--- src/rtl/solution_min_weight_if.sv ---
// axi_stream_if: AXI-Stream style channel carrying tdata/tvalid/tready/tlast
interface axi_stream_if #(
  parameter int DATA_WIDTH = 8
) ();
  logic [DATA_WIDTH-1:0] tdata;
  logic                  tvalid;
  logic                  tready;
  logic                  tlast;
  modport master (output tdata, output tvalid, output tlast, input tready);
  modport slave (input tdata, input tvalid, input tlast, output tready);
endinterface

--- src/rtl/solution_min_weight.sv ---
// solution_min_weight: finds the minimum-popcount solution vector on a stream
module solution_min_weight #(
  parameter int MAX_VARS       = 16,
  parameter int MAX_VARS_W     = $clog2(MAX_VARS + 1),
  parameter int AXI_DATA_WIDTH = 8,
  parameter int COUNT_W        = 16
) (
  input  logic                  clk,
  input  logic                  rst,
  input  logic                  start,
  input  logic [MAX_VARS_W-1:0] vars,
  axi_stream_if.slave           solution_stream,
  output logic [MAX_VARS_W-1:0] min_weight,
  output logic [COUNT_W-1:0]    min_index,
  output logic [COUNT_W-1:0]    solution_count,
  output logic                  error,
  output logic                  result_valid,
  input  logic                  result_ready
);
  typedef enum logic [1:0] {IDLE, RECV, REPORT} state_t;
  state_t state, state_nx;
  logic [MAX_VARS_W-1:0] vars_q, acc, beat, pop, weight;
  logic accept, last_beat, sol_end, better;
  int nbeats, base;
  assign solution_stream.tready = state == RECV;
  assign result_valid = state == REPORT;
  // beat geometry, masked popcount of the current beat and solution-end detection
  always_comb begin
    nbeats = vars_q == '0 ? 1 : (int'(vars_q) + AXI_DATA_WIDTH - 1) / AXI_DATA_WIDTH;
    base = int'(beat) * AXI_DATA_WIDTH;
    pop = '0;
    for (int i = 0; i < AXI_DATA_WIDTH; i++)
      if (solution_stream.tdata[i] && base + i < int'(vars_q)) pop = pop + MAX_VARS_W'(1);
    weight = acc + pop;
    accept = solution_stream.tvalid && solution_stream.tready;
    last_beat = int'(beat) == nbeats - 1;
    sol_end = last_beat || solution_stream.tlast;
    better = weight < min_weight || solution_count == '0;
  end
  // state register
  always_ff @(posedge clk or posedge rst)
    if (rst) state <= IDLE;
    else state <= state_nx;
  // next-state logic; a start pulse only matters in IDLE
  always_comb begin
    state_nx = state;
    if (state == IDLE && start) state_nx = RECV;
    if (accept && solution_stream.tlast) state_nx = REPORT;
    if (state == REPORT && result_ready) state_nx = IDLE;
  end
  // job setup, per-beat weight accumulation and per-solution minimum tracking
  always_ff @(posedge clk or posedge rst)
    if (rst) begin
      vars_q <= '0;
      acc <= '0;
      beat <= '0;
      min_weight <= '0;
      min_index <= '0;
      solution_count <= '0;
      error <= 1'b0;
    end else if (state == IDLE && start) begin
      vars_q <= vars > MAX_VARS_W'(MAX_VARS) ? MAX_VARS_W'(MAX_VARS) : vars;
      acc <= '0;
      beat <= '0;
      min_weight <= '1;
      min_index <= '0;
      solution_count <= '0;
      error <= 1'b0;
    end else if (accept && sol_end) begin
      if (better) begin
        min_weight <= weight;
        min_index <= solution_count;
      end
      solution_count <= &solution_count ? solution_count : solution_count + COUNT_W'(1);
      acc <= '0;
      beat <= '0;
      error <= error | (solution_stream.tlast && !last_beat);
    end else if (accept) begin
      acc <= weight;
      beat <= beat + MAX_VARS_W'(1);
    end
endmodule

--- src/flat_wrapper.sv ---
// flat-port wrapper written by rule: the top's interface ports become plain ports
module solution_min_weight_flat 
#(
  parameter int MAX_VARS       = 16,
  parameter int MAX_VARS_W     = $clog2(MAX_VARS + 1),
  parameter int AXI_DATA_WIDTH = 8,
  parameter int COUNT_W        = 16
)
  (clk, rst, start, vars, min_weight, min_index, solution_count, error, result_valid, result_ready, solution_stream_tdata, solution_stream_tvalid, solution_stream_tlast, solution_stream_tready);
  axi_stream_if #(.DATA_WIDTH((8))) solution_stream_i ();
  input  logic clk;
  input  logic rst;
  input  logic start;
  input  logic [MAX_VARS_W-1:0] vars;
  output logic [MAX_VARS_W-1:0] min_weight;
  output logic [COUNT_W-1:0] min_index;
  output logic [COUNT_W-1:0] solution_count;
  output logic error;
  output logic result_valid;
  input  logic result_ready;
  input wire logic [$bits(solution_stream_i.tdata)-1:0] solution_stream_tdata;
  input wire logic [$bits(solution_stream_i.tvalid)-1:0] solution_stream_tvalid;
  input wire logic [$bits(solution_stream_i.tlast)-1:0] solution_stream_tlast;
  output wire logic [$bits(solution_stream_i.tready)-1:0] solution_stream_tready;
  assign solution_stream_i.tdata = solution_stream_tdata;
  assign solution_stream_i.tvalid = solution_stream_tvalid;
  assign solution_stream_i.tlast = solution_stream_tlast;
  assign solution_stream_tready = solution_stream_i.tready;
  solution_min_weight #(.MAX_VARS(MAX_VARS), .MAX_VARS_W(MAX_VARS_W), .AXI_DATA_WIDTH(AXI_DATA_WIDTH), .COUNT_W(COUNT_W)) u_core (.clk(clk), .rst(rst), .start(start), .vars(vars), .solution_stream(solution_stream_i), .min_weight(min_weight), .min_index(min_index), .solution_count(solution_count), .error(error), .result_valid(result_valid), .result_ready(result_ready));
endmodule
--- config.mk ---
export PLATFORM = sky130hd
export DESIGN_NAME = solution_min_weight_flat
export DESIGN_NICKNAME = d
export VERILOG_FILES = /design/src/rtl/solution_min_weight_if.sv /design/src/rtl/solution_min_weight.sv /design/src/flat_wrapper.sv
export SDC_FILE = /design/constraint.sdc
export NUM_CORES = 1
export LEC_CHECK = 0
export BUFFER_PORTS_ARGS = -buffer_cell sky130_fd_sc_hd__buf_2
export CORE_MARGIN = 5
export CORE_UTILIZATION = 63
export CTS_CLUSTER_DIAMETER = 60
export DETAILED_ROUTE_END_ITERATION = 10
export GPL_TIMING_DRIVEN = 0
export PLACE_DENSITY = 0.88
export SLEW_MARGIN = 20
export SYNTH_ARGS = -nofsm -noshare
export SYNTH_HDL_FRONTEND = slang
export SYNTH_SLANG_ARGS = --single-unit
--- constraint.sdc ---
create_clock -name clk -period 11.9 [get_ports clk]
set_input_delay 2.38 -clock clk [delete_from_list [all_inputs] [get_ports clk]]
set_output_delay 2.38 -clock clk [all_outputs]
set_load 0.005 [all_outputs]
==> results.yml, run 1 <==
outcome:
  status: "completed"
die:
  dieArea_um2: 8590
  core_um2: 6720
  fp.dieW_um: 92.7
  pin_count: 59
  start_util: 0.641
  num_rows: 30
  fp.dieH_um: 92.7
global_routing:
  grt_pass1_vias: 4096
  grt.total_usage: 0.266
  met2_usage: 0.459
  grt_max_degree: 56
  grt_pass1_wl_mm: 18.9
  grt_antenna_before_repair: 0
  gr-max-usage-layer: "met2"
  grt_use_met1: 0.338
  gr-total-overflow: 0
  use_met3: 0.0382
synthesis:
  synth_edf_count: 0
  yosys.area_share.simple: 0.264
  synthesis.area_um2: 4310
  synth_top_family_by_area: "simple AND/OR/NAND/NOR gates"
  synthAdderAreaFrac: 0.0918
  yosys_warnings: 0
  syn_inst: 507
  synth-compound-area-share: 0.185
  synthTopCellsByArea: "dfrtp_1 32%, ha_1 8.7%, nand2_1 5.7%"
  synth_top_area_share: 0.319
  synth-main-ff-cell: "dfrtp_1"
  syn_area_per_cell_um2: 8.50
  synth-xor-area-share: 0.0860
  ys_ff_latch: 55
  syn-num-nets: 557
  synth.area.mux_share: 0.0105
  yosysTopAreaCell: "dfrtp_1"
  yosysSeqAreaShare: 0.319
  synthDistinctLibCells: 69
  synth-async-reset-ratio: 1.00
setup_path:
  crit_fanout: 10
  crit_slowest_cell: "clkbuf_1"
  critPathArrivalTime_ns: 9.26
  r2r_start: "u_core.vars_q[4]"
  path_buf_inv: 7
  cp-end-kind: "flop"
  criticalPathCategory: "input pin to flop"
  cp.required_ns: 12.09
  slowest_delay_ns: 0.45
  timing.rr.end: "u_core.min_weight[0]"
  start_kind: "input pin"
  rrSetupSlack_ns: 3.11
  critPathTopFamily: "adder cells"
  reg2reg_depth: 38
clock_network:
  postCtsHoldBufs: 0
  htree_levels: 2
  clk_latency_ns: 0.32
  clk_pin_slew_ns: 0.11
  cts_sinks: 55
  cts_setup_buffers: 0
  cts_buffers: 5
  ctsResizeCount: 0
  clock-root-buffer: "clkbuf_8"
  cts_buffer_depth: 2
  cts_tree: "done"
route:
  drt-initial-drc-count: 181
  final_antenna_net_count: 0
  via_per_inst: 6.22
  drt_first_pass_iters: 4
  drt_wl_total_mm: 11.0
  wl_per_cell_um: 16.8
  via_count: 4063
  drc: 0
placed_design:
  numPortBuffers: 58
  dp_slack_ns: 2.55
  dpl_cell_area_um2: 4700
  dp_cells: 645
  hpwl_mm: 8.41
  gp_congestion: 0.905
timing:
  tns_ns: 0
  setup_viol: 0
  fin_skew_ns: 0.0123
  slew_viol_final: 0
  timing.fmax_ghz: 0.110
  relSlewSlack: 0.552
  finalWorstSetupSlack_ns: 2.83
  period_needed_ns: 9.07
  hold_viol_final: 0
  max_slew.worst_pin.slew_ns: 0.672
  rsz0062_at_grt: "false"
  period_share: 0.762
worst_hold_path:
  whs_endpoint: "u_core.min_index[6]"
  worstHoldStart: "u_core.min_index[6]"
  whs_path_depth: 2
  hold_path.class: "flop to flop"
finish:
  multi_input_area_um2: 2750
  layout_commonest_cell: "nand2_1"
  final_cell_mix: "65 x nand2_1, 61 x buf_2, 55 x dfrtp_1, 40 x nor2_1, 37 x o21ai_0"
  syn2layout_area_growth_pct: 11.4
  n_antenna_cell: 0
  nFillCells: 555
  layout-drive-gt1-share: 0.154
  fin_nets: 622
  ff_latch_area_um2: 1380
  stdcell_count: 653
  finalInstanceArea_um2: 4800
flow_run:
  max_cap_violations: 0
==> worst max-delay path by stage <==
stage,from,to,cells past startpoint
3_3_place_gp,solution_stream_tdata[0],u_core.min_index[9],34
4_1_cts,solution_stream_tdata[0],u_core.min_weight[0],34
3_5_place_dp,solution_stream_tdata[0],u_core.min_weight[0],34
2_1_floorplan,solution_stream_tdata[0],u_core.min_index[0],34
5_1_grt,solution_stream_tdata[0],u_core.min_index[10],35
6_report,solution_stream_tdata[0],u_core.min_weight[0],34
==> layer usage <==
metal / part of all wire / wire length [um]
met1: 0.43 / 4680
met2: 0.51 / 5550
met3: 0.044 / 482
met4: 0.025 / 274
met5: 0 / 0
==> kinds of logic after synthesis <==
logic type | count (synthesis)
and+or+nand+nor | 214
AOI/OAI and AO/OA | 116
buffers and inverters | 48
adders and majority gates | 31
muxes | 4
xor gates and xnor gates | 39
DFF | 55
==> cells in the mapped netlist, types with 3 or more instances <==
cell type	number
a211oi_1	7
nor2_1	40
xor2_1	21
o31ai_1	7
o21ai_0	37
nor2b_1	5
a21oi_1	17
o211ai_1	5
xnor2_1	16
nor3_1	12
dfrtp_1	55
nor4b_1	4
clkbuf_1	12
nand3_1	23
nand2_1	65
nor3b_1	3
or4_1	3
or3_1	5
nand3b_1	6
and3_1	7
a22o_1	7
buf_2	3
ha_1	30
a21o_1	6
nand4_1	12
nor4_1	4
and2_1	6
inv_1	31
a41oi_1	4
o41a_1	3
==> state kept, by name (all words and copies together) (netlist names) <==
signal and flops:
u_core.vars_q 5, u_core.solution_count 16, u_core.min_index 16, u_core.min_weight 5, u_core.state 2, u_core.beat 5, u_core.error 1, u_core.acc 5
==> tightest hold or removal path, delay by kind of cell (launching register included) <==
kind,cells,cell delay [ns]
flip-flops,1,0.36
AND/OR/NAND/NOR,1,0.04
AO/OA/AOI/OAI,1,0.06
==> final cells by class <==
type / instances / area share
plain buffers: 16 / 0.0141
clock buffers: 5 / 0.0143
well taps: 80 / 0.0209
repair buffers: 58 / 0.0605
flip-flops and latches: 55 / 0.287
multi-input cells: 404 / 0.573
inverters: 32 / 0.0256
clock inverters: 3 / 0.00469
==> per-stage QoR <==
step                 util  hold slack (ns)
global placement    0.699            0.460
finish              0.714            0.493
detailed placement  0.700            0.469
global route        0.714            0.524
CTS                 0.713            0.493
floorplan               -            0.473
Power of run 1 is not shown: default switching activity piles up to over one toggle a cycle in this logic, so the estimate is an artifact.
==> run 2: changes to the inputs <==
- CORE_UTILIZATION: 63 -> 53
- PLACE_DENSITY: 0.88 -> 0.79
- clock period: 11.9 -> 8.3 ns (I/O delays scaled with it)
==> run 2 against run 1 <==
Effect of this change:
- critical path depth is 5 higher
- die area rose by 17%
- count of clock-buffer cells in the layout increased by 1
- global-route usage shrank 5.1 points
- largest cell class unchanged
- register-to-register slack lost 2.7 ns
- critical endpoint is now u_core.min_weight[4]
- via count fell by 0.15%
==> results.yml, run 2 (synthesis gave the netlist of run 1 again) <==
placed_design:
  hpwl_mm: 8.23
  dp_cells: 667
  dp_slack_ns: -0.377
  gp_congestion: 0.868
  numPortBuffers: 58
setup_path:
  criticalPathCategory: "flop to flop"
  path_buf_inv: 7
  r2r_start: "u_core.vars_q[4]"
  rrSetupSlack_ns: 0.44
  slowest_delay_ns: 0.43
  reg2reg_depth: 39
  crit_fanout: 10
  crit_cells: 39
  critPathArrivalTime_ns: 8.06
  crit_slowest_cell: "dfrtp_2"
  endpoint: "u_core.min_weight[4]"
  critPathTopFamily: "adder cells"
  cp-end-kind: "flop"
  cp.required_ns: 8.51
  critPathLaunch: "u_core.vars_q[4]"
  start_kind: "flop"
  path_common_cell: "ha_1"
  timing.rr.end: "u_core.min_weight[4]"
timing:
  relSlewSlack: 0.487
  slew_viol_final: 0
  timing.fmax_ghz: 0.127
  period_share: 0.947
  max_slew.worst_pin.slew_ns: 0.767
  hold_viol_final: 0
  setup_viol: 0
  tns_ns: 0
  fin_skew_ns: 0.0132
  period_needed_ns: 7.86
  finalWorstSetupSlack_ns: 0.443
clock_network:
  clock-root-buffer: "clkbuf_8"
  cts_sinks: 55
  clk_latency_ns: 0.31
  clk_pin_slew_ns: 0.10
  cts_buffers: 5
  cts_tree: "done"
  cts_buffer_depth: 2
  htree_levels: 2
finish:
  layout_commonest_cell: "nand2_1"
  reg.largest.list: "u_core.min_index x16, u_core.solution_count x16"
  final_cell_mix: "65 x nand2_1, 60 x buf_2, 54 x dfrtp_1, 40 x nor2_1, 37 x o21ai_0"
  nFillCells: 693
  layout-drive-gt1-share: 0.175
  syn2layout_area_growth_pct: 13.9
  stdcell_count: 678
  fin_nets: 625
  n_antenna_cell: 0
die:
  dieArea_um2: 10000
  core_um2: 7810
  fp.dieW_um: 100
  start_util: 0.552
  fp.dieH_um: 100
  pin_count: 59
  num_rows: 32
global_routing:
  grt_pass1_wl_mm: 18.0
  grt_max_degree: 56
  grt_pass1_vias: 4004
  grt_antenna_before_repair: 0
  grt.total_usage: 0.215
  gr-total-overflow: 0
outcome:
  status: "completed"
route:
  drc: 0
  drt_first_pass_iters: 5
  drt_wl_total_mm: 10.8
  final_antenna_net_count: 0
  via_count: 4057
  via_per_inst: 5.98
  drt-initial-drc-count: 259
  wl_per_cell_um: 16.0
worst_hold_path:
  whs_path_depth: 2
  hold_path.class: "flop to flop"
flow_run:
  max_cap_violations: 0
==> run 2: cell types whose count changed in the layout (fill, tap and decap cells not counted), moves of 2 or more <==
cell	previous run	this run
inv_6	2	0
buf_4	1	5
clkbuf_1	12	10
clkinv_4	0	2
clkbuf_4	0	3
==> run 2: worst min-delay path by stage <==
stage / startpoint / endpoint
after floorplan: u_core.min_index[0] / u_core.min_index[0]
after global placement: u_core.min_index[4] / u_core.min_index[4]
after detailed placement: u_core.min_index[11] / u_core.min_index[11]
after CTS: u_core.min_index[11] / u_core.min_index[11]
after global routing: u_core.min_index[5] / u_core.min_index[5]
final: u_core.min_index[11] / u_core.min_index[11]
==> run 2: layout make-up <==
cell class	instances	area, um2	share of cell area
flip-flops and latches	55	1380	0.281
inverters	32	123	0.0250
multi-input cells	404	2800	0.570
repair buffers	61	313	0.0637
clock inverters	2	17.5	0.00357
plain buffers	16	81.3	0.0166
well taps	102	128	0.0260
clock buffers	6	72.6	0.0148
==> run 2: worst reg2reg max path: cells and delay by family, from the launching register on <==
kind / cells / cell delay [ns]
XOR/XNOR: 5 / 1.04
AND/OR/NAND/NOR: 8 / 1.27
AO/OA/AOI/OAI: 12 / 1.74
adder cells (fa/ha/maj): 7 / 2.43
flip-flops: 1 / 0.43
buffers and inverters: 7 / 0.85
==> run 2: timing repair <==
action                     4_1_cts  5_1_grt
hold buffers                     0        0
resized for setup                6       15
setup buffers                    0        3
cloned                           0        0
setup endpoints to repair       21       21
hold endpoints to repair         0        0
pin swaps                        0        3
==> run 2: stage by stage <==
| stage | hold WS (ns) | area (um2) | utilization |
|---|---|---|---|
| finish | 0.490 | 4910 | 0.629 |
| detailed placement | 0.468 | 4730 | 0.606 |
| CTS | 0.494 | 4840 | 0.620 |
| floorplan | 0.473 | 4310 | - |
| global placement | 0.462 | 4730 | 0.605 |
| global route | 0.528 | 4910 | 0.629 |
==> run 2: metal layers <==
layer | routed length [um] | vias up | part of all wire | global-route usage
met2 | 5340 | 140 | 0.49 | 0.372
met5 | 0 | - | 0 | 0
met4 | 173 | 0 | 0.016 | 0.0622
met3 | 620 | 18 | 0.057 | 0.0327
li1 | - | 1969 | - | -
met1 | 4690 | 1930 | 0.43 | 0.278
Power of run 2 is left out for the same reason.
